File: config.mk
export PLATFORM = sky130hd
export DESIGN_NAME = stereo_mult_scheduler
export DESIGN_NICKNAME = d
export VERILOG_FILES = /design/src/rtl/stereo_mult_pkg.sv /design/src/rtl/stereo_mult_scheduler_prod_scale.sv /design/src/rtl/stereo_mult_scheduler.sv
export SDC_FILE = /design/constraint.sdc
export NUM_CORES = 1
export LEC_CHECK = 0
export ABC_AREA = 0
export CAP_MARGIN = 15
export CORE_MARGIN = 4
export CORE_UTILIZATION = 43
export CTS_BUF_LIST = sky130_fd_sc_hd__clkbuf_16
export DETAILED_ROUTE_END_ITERATION = 7
export PLACE_DENSITY = 0.73
export SYNTH_ARGS = -nofsm -noshare
export SYNTH_HDL_FRONTEND = slang
export SYNTH_HIERARCHICAL = 1
export SYNTH_SLANG_ARGS = --single-unit
File: constraint.sdc
create_clock -name clock -period 4.3 [get_ports clock]
set_clock_uncertainty 0.2 [all_clocks]
set_input_delay 0.86 -clock clock [delete_from_list [all_inputs] [get_ports clock]]
set_output_delay 0.86 -clock clock [all_outputs]
set_load 0.005 [all_outputs]
File: src/rtl/stereo_mult_pkg.sv
// rtl/stereo_mult_pkg.sv - widths, FSM states and defaults shared by the stereo multiplier scheduler
package stereo_mult_pkg;

    localparam int SAMPLE_W            = 18;
    localparam int GAIN_W              = 5;
    localparam int PROD_W              = 23;
    localparam int DEFAULT_TIMEOUT_CYC = 64;
    localparam int DEFAULT_SHIFT       = 3;

    typedef enum logic [2:0] {
        IDLE,
        ISSUE_S,
        GUARD_S,
        WAIT_S,
        ISSUE_D,
        GUARD_D,
        WAIT_D,
        COMMIT
    } state_t;

endpackage

File: src/rtl/stereo_mult_scheduler_prod_scale.sv
// rtl/stereo_mult_scheduler_prod_scale.sv - floor shift of a product to sample width; STEREO_MULT_SATURATE_EN clamps instead of wrapping
module prod_scale
    import stereo_mult_pkg::*;
#(
    parameter int SHIFT = DEFAULT_SHIFT
) (
    input  logic signed [PROD_W-1:0]   prod,
    output logic signed [SAMPLE_W-1:0] scaled
);

`ifdef STEREO_MULT_SATURATE_EN
    logic signed [PROD_W-1:0] shifted;
    logic                     ovf;

    assign shifted = prod >>> SHIFT;
    // In range only when every bit above the sample sign bit repeats the sign
    assign ovf = shifted[PROD_W-1:SAMPLE_W-1] != {(PROD_W-SAMPLE_W+1){shifted[PROD_W-1]}};

    always_comb begin
        scaled = shifted[SAMPLE_W-1:0];
        if (ovf) begin
            scaled = {shifted[PROD_W-1], {(SAMPLE_W-1){~shifted[PROD_W-1]}}};
        end
    end
`else
    assign scaled = SAMPLE_W'(prod >>> SHIFT);
`endif

endmodule

File: src/rtl/stereo_mult_scheduler.sv
// rtl/stereo_mult_scheduler.sv - shares one 18x5 multiplier between L+R and L-R paths; STEREO_MULT_SATURATE_EN selects clamped scaling
module stereo_mult_scheduler
    import stereo_mult_pkg::*;
#(
    parameter int TIMEOUT_CYC = DEFAULT_TIMEOUT_CYC,
    parameter int SHIFT       = DEFAULT_SHIFT
) (
    input  logic                       clock,
    input  logic                       reset,
    input  logic                       clken_48,
    input  logic signed [SAMPLE_W-1:0] left,
    input  logic signed [SAMPLE_W-1:0] right,
    input  logic        [GAIN_W-2:0]   ks,
    input  logic        [GAIN_W-2:0]   kd,
    input  logic                       clear_err,
    output logic                       mult_start,
    output logic signed [SAMPLE_W-1:0] mult_a,
    output logic signed [GAIN_W-1:0]   mult_b,
    input  logic                       mult_ready,
    input  logic signed [PROD_W-1:0]   mult_r,
    output logic signed [SAMPLE_W-1:0] lpr_out,
    output logic signed [SAMPLE_W-1:0] lmr_out,
    output logic                       out_valid,
    output logic                       busy,
    output logic                       overrun,
    output logic                       timeout_err
);

    localparam int               CNT_W    = $clog2(TIMEOUT_CYC + 1);
    localparam logic [CNT_W-1:0] CNT_LAST = CNT_W'(TIMEOUT_CYC - 1);

    state_t                     state, state_nxt;
    logic signed [SAMPLE_W-1:0] left_q, right_q;
    logic        [GAIN_W-2:0]   ks_q, kd_q;
    logic                       sel_d;
    logic signed [PROD_W-1:0]   prod_s, prod_d;
    logic        [CNT_W-1:0]    tcnt;
    logic                       load_snap, capture_s, capture_d, job_abort;
    logic                       issuing, guarding, waiting;
    logic signed [SAMPLE_W:0]   sum_w, diff_w;
    logic signed [SAMPLE_W-1:0] lpr_scaled, lmr_scaled;

    // Operands come straight from the snapshot, so they hold through IDLE
    assign sum_w  = {left_q[SAMPLE_W-1], left_q} + {right_q[SAMPLE_W-1], right_q};
    assign diff_w = {left_q[SAMPLE_W-1], left_q} - {right_q[SAMPLE_W-1], right_q};
    assign mult_a = sel_d ? SAMPLE_W'(diff_w >>> 1) : SAMPLE_W'(sum_w >>> 1);
    assign mult_b = {1'b0, (sel_d ? kd_q : ks_q)};

    assign issuing    = (state == ISSUE_S) || (state == ISSUE_D);
    assign guarding   = (state == GUARD_S) || (state == GUARD_D);
    assign waiting    = (state == WAIT_S)  || (state == WAIT_D);
    assign mult_start = issuing;
    assign busy       = (state != IDLE);

    always_ff @(posedge clock or negedge reset) begin
        if (!reset) begin
            state <= IDLE;
        end else begin
            state <= state_nxt;
        end
    end

    always_comb begin
        state_nxt = state;
        load_snap = 1'b0;
        capture_s = 1'b0;
        capture_d = 1'b0;
        job_abort = 1'b0;
        case (state)
            IDLE: begin
                if (clken_48) begin
                    load_snap = 1'b1;
                    state_nxt = ISSUE_S;
                end
            end
            ISSUE_S: state_nxt = GUARD_S;
            GUARD_S: state_nxt = WAIT_S;
            WAIT_S: begin
                if (mult_ready) begin
                    capture_s = 1'b1;
                    state_nxt = ISSUE_D;
                end else if (tcnt >= CNT_LAST) begin
                    job_abort = 1'b1;
                    state_nxt = IDLE;
                end
            end
            ISSUE_D: state_nxt = GUARD_D;
            GUARD_D: state_nxt = WAIT_D;
            WAIT_D: begin
                if (mult_ready) begin
                    capture_d = 1'b1;
                    state_nxt = COMMIT;
                end else if (tcnt >= CNT_LAST) begin
                    job_abort = 1'b1;
                    state_nxt = IDLE;
                end
            end
            COMMIT:  state_nxt = IDLE;
            default: state_nxt = IDLE;
        endcase
    end

    always_ff @(posedge clock or negedge reset) begin
        if (!reset) begin
            left_q      <= '0;
            right_q     <= '0;
            ks_q        <= '0;
            kd_q        <= '0;
            sel_d       <= 1'b0;
            prod_s      <= '0;
            prod_d      <= '0;
            tcnt        <= '0;
            lpr_out     <= '0;
            lmr_out     <= '0;
            out_valid   <= 1'b0;
            overrun     <= 1'b0;
            timeout_err <= 1'b0;
        end else begin
            out_valid <= (state == COMMIT);
            if (load_snap) begin
                left_q  <= left;
                right_q <= right;
                ks_q    <= ks;
                kd_q    <= kd;
                sel_d   <= 1'b0;
            end
            if (capture_s) begin
                prod_s <= mult_r;
                sel_d  <= 1'b1;
            end
            if (capture_d) begin
                prod_d <= mult_r;
            end
            if (issuing) begin
                tcnt <= '0;
            end else if (guarding || waiting) begin
                tcnt <= tcnt + CNT_W'(1);
            end
            if (state == COMMIT) begin
                lpr_out <= lpr_scaled;
                lmr_out <= lmr_scaled;
            end
            // A set event in the same cycle as clear_err keeps the flag raised
            if (clken_48 && busy) begin
                overrun <= 1'b1;
            end else if (clear_err) begin
                overrun <= 1'b0;
            end
            if (job_abort) begin
                timeout_err <= 1'b1;
            end else if (clear_err) begin
                timeout_err <= 1'b0;
            end
        end
    end

    prod_scale #(.SHIFT(SHIFT)) u_scale_s (
        .prod   (prod_s),
        .scaled (lpr_scaled)
    );

    prod_scale #(.SHIFT(SHIFT)) u_scale_d (
        .prod   (prod_d),
        .scaled (lmr_scaled)
    );

endmodule
-- Word-level counts from Yosys, hierarchy flattened
Index checks and enable logic that the tools add are counted.
- add/sub/neg operators: 3
- reductions and logical operators: 12
- bitwise operators: 0
- multiply operators: 0
- divide/modulo/power cells: 0
- shifts and indexed selects: 0
- magnitude comparators: 1
- multiplexer cells: 22
- equality and inequality tests: 8
- operator list (cell ; count):
    $pmux 3 s8 ; 1
    $add 18x18->19 ; 1
    $sub 18x18->19 ; 1
    $mux 18 ; 1
    $mux 7 ; 2
    $mux 1 ; 13
    $eq 3x3->1 const B ; 4
    $mux 3 ; 4
    $reduce_bool 2->1 ; 4
    $add 7x1->7 const B ; 1
    $ge 7x6->1 const B ; 1
    $eq 3x2->1 const B ; 2
    $logic_or 1x1->1 ; 4
    $mux 4 ; 1
    $eq 3x1->1 const B ; 1
    $logic_not 3->1 ; 1
    $reduce_bool 3->1 ; 1
    $ne 2x2->1 const B ; 1
    $reduce_or 2->1 ; 1
    $logic_and 1x1->1 ; 1
- memories kept: 0
- bits in latches: 0
- RAM bits: 0
- register bits after elaboration: 136
- output and inout bits: 64
- logic and storage cells: 60
- memory bits (read-only): 0

-- Logic depth before layout (Yosys ltp)
Gate-level depths: netlist of run 1.
- depth in word-level cells: 5
- mapped depth: 12

-- Hierarchy
The synthesis of run 1 kept the hierarchy.
- modules (own cells, without submodules) (module ; area each (um^2) ; times used ; cells an instance ; sequential area each (um^2)):
    stereo_mult_scheduler ; 6617.6 ; 1 ; 520 ; 3503.4
    prod_scale ; 135.1 ; 2 ; 18 ; 0.0

-- Least setup slack after synthesis of run 1
No wires, ideal clock.
- path kind: register to output
- start: reg right_q[0]
- end: out mult_a[14]
- buffers on the path: 0
- setup slack: 380 ps
- cell stages (with the launch flop): 13
- arrival: 2860 ps
- cells stage by stage: dfrtp_1 > inv_1 > ha_1 > nor3b_1 > nor2_1 > xnor2_1 > ha_1 > a21o_1 > a21o_2 > a221oi_2 > o211ai_2 > nor2b_4 > o311ai_2
- cells in the longest elaborated chain, start to end: 2
- RTL lines (what ; line ; text):
    from (decl) ; stereo_mult_scheduler.sv:33 ; logic signed [SAMPLE_W-1:0] left_q, right_q;
    from (signal assigned) ; stereo_mult_scheduler.sv:122 ; right_q <= right;
    $add 18x18->19 or $sub 18x18->19 (tied branches) ; stereo_mult_scheduler.sv:44, stereo_mult_scheduler.sv:45 ;
    $mux 18 (*) ; stereo_mult_scheduler.sv:46 ; assign mult_a = sel_d ? SAMPLE_W'(diff_w >>> 1) : SAMPLE_W'(sum_w >>> 1);
    to (decl) ; stereo_mult_scheduler.sv:17 ; output logic signed [SAMPLE_W-1:0] mult_a,
Every way passes the cells marked *; elsewhere a longest branch is shown, timed or not.

-- Worst setup path in the final report of run 1
- start: reg right_q[1]
- end: out mult_a[14]
The elaborated chain is that of the path after synthesis.

==> results of run 1 <==
-- layout make-up --
type	count	area [µm²]
Fill cell	1151	5830
Sequential cell	130	3250
Multi-Input combinational cell	337	3060
Timing Repair Buffer	185	1690
Clock buffer	17	425
Tap cell	184	230
Clock inverter	14	151
Inverter	14	52.6
-- placed cells by master, fill, tap and decap left out, drive strengths merged, types with 2 or more instances in the layout --
| cell | n |
|---|---|
| clkinvlp | 2 |
| a211oi | 3 |
| nor2b | 4 |
| a221oi | 3 |
| nor2 | 25 |
| a21o | 10 |
| a21oi | 25 |
| o21ai | 17 |
| nand2 | 21 |
| nor3 | 7 |
| clkbuf | 18 |
| a31oi | 5 |
| xnor2 | 27 |
| and4 | 3 |
| nor3b | 2 |
| buf | 68 |
| nand2b | 4 |
| clkinv | 5 |
| nand4 | 2 |
| clkdlybuf4s50 | 115 |
| nand4b | 2 |
| bufinv | 3 |
| inv | 18 |
| nor4 | 3 |
| mux2 | 116 |
| ha | 19 |
| nand3 | 4 |
| xor2 | 13 |
| or3 | 3 |
| dfrtp | 130 |
| and2 | 2 |
| and3 | 2 |
-- path summary, 6_finish.rpt --
check	startpoint	end	slack [ps]	cells past startpoint
setup / recovery	right_q[1]	mult_a[14]	-100	14
hold / removal	reset	lmr_out[8]	210	1
setup reg to reg	state[0]	left_q[13]	1960	4
hold reg to reg	timeout_err	timeout_err	290	2
max in group asynchronous	reset	kd_q[1]	2790	2
min in group clock	timeout_err	timeout_err	290	2
-- flip-flops by register name, summed over array words and instances (netlist names) --
signal,flops
out_valid,1
left_q,18
state,3
timeout_err,1
prod_d,18
kd_q,4
right_q,18
prod_s,18
overrun,1
tcnt,7
lmr_out,18
ks_q,4
lpr_out,18
sel_d,1
-- timing repair --
| item | in CTS | in global routing |
|---|---|---|
| hold buffers | 0 | 0 |
| buffers inserted | 14 | 8 |
| setup endpoints to repair | 13 | 14 |
| pin swaps | 23 | 38 |
| cloned | 0 | 0 |
| resized for setup | 44 | 54 |
-- routing by layer --
layer	vias to the layer above	part of all wire	wire [µm]
met5	-	0	0
met4	0	0.020	283
met3	31	0.067	969
met2	114	0.49	7070
met1	2233	0.42	6080
li1	2147	-	-
-- power by group --
| part | leakage, nW | switching (W) | internal, W | total [W] |
|---|---|---|---|---|
| combinational | 2.02 | 0.00256 | 0.00351 | 0.00606 |
| clock | 0.291 | 0.000509 | 0.000894 | 0.00140 |
| sequential | 1.58 | 0.000409 | 0.00182 | 0.00223 |
-- through the flow --
| step | setup TNS, ps | cell area [µm²] | worst slack, ps |
|---|---|---|---|
| finish | -233 | 8870 | -97.0 |
| global route | -1560 | 8870 | -258 |
| CTS | -792 | 8670 | -187 |
| detailed placement | -499 | 7970 | -154 |
| global placement | -146 | 7970 | -90.6 |
| floorplan | 0 | 6530 | 380 |
==> results.py, run 1 <==
metrics = {
    "worst_setup_path": {
        "cp_cell_sequence": "inv_2 > ha_4 > nor3b_4 > nor2_2 > xnor2_1 > ha_1 > a21o_1 > a21o_4 > a221oi_4 > o211ai_2 > buf_4 > nor2b_4 > o311ai_2 > buf_2",
        "cpMaxStageDelayCell": "dfrtp_1",
        "crit_path_end_kind": "primary output",
        "cpLargestDelayFamily": "compound AO/OA/AOI/OAI gates",
        "path_buf_inv": 3,
        "timing.critical_path.fanout_max": 3,
        "timing.critical_path.slowest_cell_delay_ps": 410,
        "startpoint_type": "flop",
        "crit_required_ps": 3240,
        "critical_path_arrival_ps": 3340,
        "worstSetupPathType": "flop to primary output",
    },
    "clocking": {
        "tritoncts": "yes",
        "clock-sinks": 130,
        "clk_transition_reported_paths_ps": 60,
        "clock_tree.htree_level_count": 4,
        "cts_buf_count": 17,
        "clk_lat_worst_skew_ps": 420,
        "cts_root_buf": "clkbuf_16",
        "ctsLongestPathBuffers": 2,
    },
    "global_route": {
        "global_route_wire_length_before_repair_mm": 24.1,
        "grt_overflow_total": 0,
        "grt_pass1_vias": 4904,
        "grt_max_degree": 54,
        "global_route.peak_usage_layer": "met2",
        "groute.layer.met2.usage": 0.289,
        "grt.met1_usage": 0.198,
        "antenna_found_initial": 0,
        "gr-usage-met3": 0.0654,
        "track_usage": 0.171,
    },
    "pwr": {
        "leakage_nw": 3.90,
        "largest_voltage_drop_on_the_vdd_net_mv": 0.586,
        "power.total_w": 0.00969,
        "power_per_cell_area_nw_per_um2": 1090,
    },
    "place": {
        "post-dp-hpwl_mm": 10.0,
        "gp_congestion": 0.802,
        "port_buffers": 129,
        "dp_cells": 828,
    },
    "logic_synthesis": {
        "number_of_nets_in_the_synthesized_netlist": 628,
        "syn-instance-count": 536,
        "mappedNetlistArea_um2": 6530,
        "ys_warn_count": 6,
        "syn-mean-instance-area_um2": 12.2,
    },
    "timing": {
        "worst_slack_setup_final_ps": -97.0,
        "relSlewSlack": 0.356,
        "final.hold.worst_slack_ps": 208,
        "slew_viol_final": 0,
        "grt_setup_unrepaired": "true",
        "setup-violations-final": 6,
        "final_worst_path_period_share": 1.02,
        "max_freq_ghz": 0.227,
        "finalWorstPathRequiredPeriod_ps": 4400,
        "worst-slew-pin-transition_ps": 965,
        "final_hold_viol_count": 0,
    },
    "route": {
        "route.antenna.remaining_nets": 0,
        "drc": 0,
        "wirelength_mm": 14.4,
        "initialDrtViolationCount": 151,
        "firstDrtPassIters": 4,
        "avgRoutedWirePerCell_um": 16.4,
        "vias": 4525,
        "drt-vias-per-instance": 5.14,
    },
    "run_status": {
        "failing_checks": "setup timing",
        "run_status": "finished, violations left",
    },
    "layout": {
        "area_grow_syn2layout_pct": 35.9,
        "num_antenna_cells": 0,
        "fin_util": 0.603,
        "final_cells": 881,
        "layout.nets": 777,
        "final_layout_size_suffix_gt1_frac": 0.370,
    },
    "floorplanning": {
        "ioPinCount": 136,
        "core_area_um2": 14700,
        "placementRows": 44,
        "die_area_um2": 17200,
        "die_extent_in_x_um": 131,
        "die_y_um": 131,
        "start_util": 0.444,
    },
    "job": {
        "count_of_max_cap_constraint_violations": 0,
    },
    "min_path": {
        "min-delay-path-class": "input pin to async pin",
    },
}
(Power assumes the default switching activity.)
==> inputs of run 2 (changes only) <==
CORE_UTILIZATION = 40   (was 43)
PLACE_DENSITY = 0.69   (was 0.73)
TNS_END_PERCENT = 30   (was unset)
==> run 2 against run 1 <==
  * The flow still finishes with violations (setup timing)
  * Clock power decreased by 12%
  * Worst setup slack got worse by 4.1 ps
  * Cell area about the same
  * Register-to-register slack about the same
  * Sequential cell count unchanged
  * Clock-buffer cell count unchanged
  * Via count decreased by 0.42%
  * Worst hold slack improved by 82 ps
  * Global-route usage decreased by 0.92 points
  * Largest power group unchanged
  * Highest routed layer is now met5
==> results.py, run 2 (synthesized netlist as in run 1, its figures left out) <==
metrics = {
    "run_status": {
        "run_status": "finished, violations left",
        "failing_checks": "setup timing",
    },
    "clocking": {
        "clock_tree.htree_level_count": 4,
        "clk_transition_reported_paths_ps": 50,
        "ctsLongestPathBuffers": 2,
        "cts_root_buf": "clkbuf_16",
        "clock-sinks": 130,
        "clk_lat_worst_skew_ps": 400,
        "cts_buf_count": 17,
        "tritoncts": "yes",
        "postCtsHoldBufs": 0,
    },
    "worst_setup_path": {
        "crit_path_end_kind": "primary output",
        "critical_path_arrival_ps": 3340,
        "cp_cell_sequence": "buf_6 > nor4_4 > buf_4 > a21oi_2 > xnor2_1 > ha_1 > and3_1 > a221o_2 > a31oi_4 > or3_4 > a221oi_2 > xnor2_1 > buf_2",
        "worst_path_most_repeated_cell": "xnor2_1",
        "crit_required_ps": 3240,
        "timing.critical_path.fanout_max": 5,
        "startpoint_type": "flop",
        "cpMaxStageDelayCell": "dfrtp_1",
        "timing.critical_path.slowest_cell_delay_ps": 400,
        "path_buf_inv": 3,
        "worstSetupPathType": "flop to primary output",
        "cpLargestDelayFamily": "simple AND/OR/NAND/NOR gates",
    },
    "floorplanning": {
        "die_extent_in_x_um": 136,
        "core_area_um2": 15900,
        "start_util": 0.409,
        "placementRows": 46,
        "die_y_um": 136,
        "ioPinCount": 136,
        "die_area_um2": 18400,
    },
    "pwr": {
        "switchingPower_w": 0.00349,
        "power_report.internal_total_w": 0.00612,
        "leakage_nw": 3.88,
        "power.total_w": 0.00961,
        "power_per_cell_area_nw_per_um2": 1080,
        "largest_voltage_drop_on_the_vdd_net_mv": 0.814,
        "seqPwrFrac": 0.232,
        "clock_power_share": 0.128,
        "switching_share": 0.363,
        "comb_power_share": 0.640,
    },
    "timing": {
        "worst_slack_setup_final_ps": -101,
        "max_freq_ghz": 0.227,
        "setup-violations-final": 5,
        "final_worst_path_period_share": 1.02,
        "finalWorstPathRequiredPeriod_ps": 4400,
        "final_hold_viol_count": 0,
        "worst-slew-pin-transition_ps": 990,
        "grt_setup_unrepaired": "true",
        "slew_viol_final": 0,
        "relSlewSlack": 0.340,
    },
    "route": {
        "wirelength_mm": 14.6,
        "drt-vias-per-instance": 4.95,
        "route.antenna.remaining_nets": 0,
        "avgRoutedWirePerCell_um": 16.0,
        "firstDrtPassIters": 4,
        "vias": 4506,
        "drc": 0,
        "initialDrtViolationCount": 169,
    },
    "layout": {
        "num_antenna_cells": 0,
        "mostFrequentLayoutCells": "dfrtp_1, mux2_2, clkdlybuf4s50_1",
        "final_layout_size_suffix_gt1_frac": 0.372,
        "final_cells": 910,
        "final_common_cell": "dfrtp_1",
        "layout.nets": 776,
        "area_grow_syn2layout_pct": 35.9,
    },
    "place": {
        "dp_cells": 863,
        "gp_congestion": 0.860,
        "post-dp-hpwl_mm": 10.2,
        "port_buffers": 129,
    },
    "global_route": {
        "grt_max_degree": 70,
        "global_route_wire_length_before_repair_mm": 23.5,
        "antenna_found_initial": 1,
        "track_usage": 0.162,
        "grt_overflow_total": 0,
        "grt_pass1_vias": 4764,
    },
    "job": {
        "count_of_max_cap_constraint_violations": 0,
    },
    "min_path": {
        "min-delay-path-class": "flop to flop",
    },
}
run 2: cell type report:
| class | count | area [µm²] |
|---|---|---|
| tap | 216 | 270 |
| multi-input combinational | 337 | 3100 |
| clock inverter | 12 | 80.1 |
| sequential | 130 | 3250 |
| fill | 1319 | 7080 |
| inverter | 14 | 52.6 |
| timing repair buffer | 184 | 1680 |
| clock buffer | 17 | 425 |
run 2: worst register-to-register path, stage by stage (launching register included):
cell	delay, ps
dfrtp_1	490
or3_1	500
nor2_4	100
buf_4	500
mux2_2	430
run 2: what timing repair did:
item	in CTS	in global routing
buffers inserted	13	6
pin swaps	11	36
setup endpoints to repair	13	14
resized for setup	34	63
run 2: worst paths after layout:
| kind | endpoint | cells past startpoint | from | slack (ps) |
|---|---|---|---|---|
| worst min register to register | timeout_err | 2 | timeout_err | 290 |
| worst max-delay path | mult_a[17] | 13 | right_q[0] | -100 |
| worst min-delay path | timeout_err | 2 | timeout_err | 290 |
| min in group asynchronous | lmr_out[10] | 1 | reset | 340 |
| max in group asynchronous | tcnt[1] | 2 | reset | 2700 |
| worst max register to register | left_q[9] | 4 | state[0] | 1970 |
run 2: through the flow:
| step | util | setup slack (ps) | area, µm² | hold slack (ps) | setup TNS (ps) |
|---|---|---|---|---|---|
| after floorplan | - | 380 | 6530 | 272 | 0 |
| after global placement | 0.504 | -52.2 | 8030 | 278 | -100 |
| after detailed placement | 0.504 | -146 | 8030 | 287 | -623 |
| after CTS | 0.545 | -212 | 8690 | 299 | -1400 |
| after global routing | 0.556 | -267 | 8870 | 315 | -1820 |
| final | 0.556 | -101 | 8870 | 290 | -323 |
run 2: metal layers:
| layer | up-vias | track usage | share of wire |
|---|---|---|---|
| met3 | 28 | 0.0553 | 0.065 |
| met4 | 2 | 0.0689 | 0.020 |
| li1 | 2136 | - | - |
| met2 | 113 | 0.275 | 0.51 |
| met5 | - | 0 | 0.00089 |
| met1 | 2227 | 0.187 | 0.41 |
run 2: power groups by stage:
stage / Combinational [W] / Sequential, W / Clock (W)
global placement: 0.00549 / 0.00217 / 0
global route: 0.00667 / 0.00231 / 0.00134
CTS: 0.00577 / 0.00222 / 0.00128
floorplan: 0.00331 / 0.00213 / 0
finish: 0.00615 / 0.00223 / 0.00123
detailed placement: 0.00566 / 0.00222 / 0
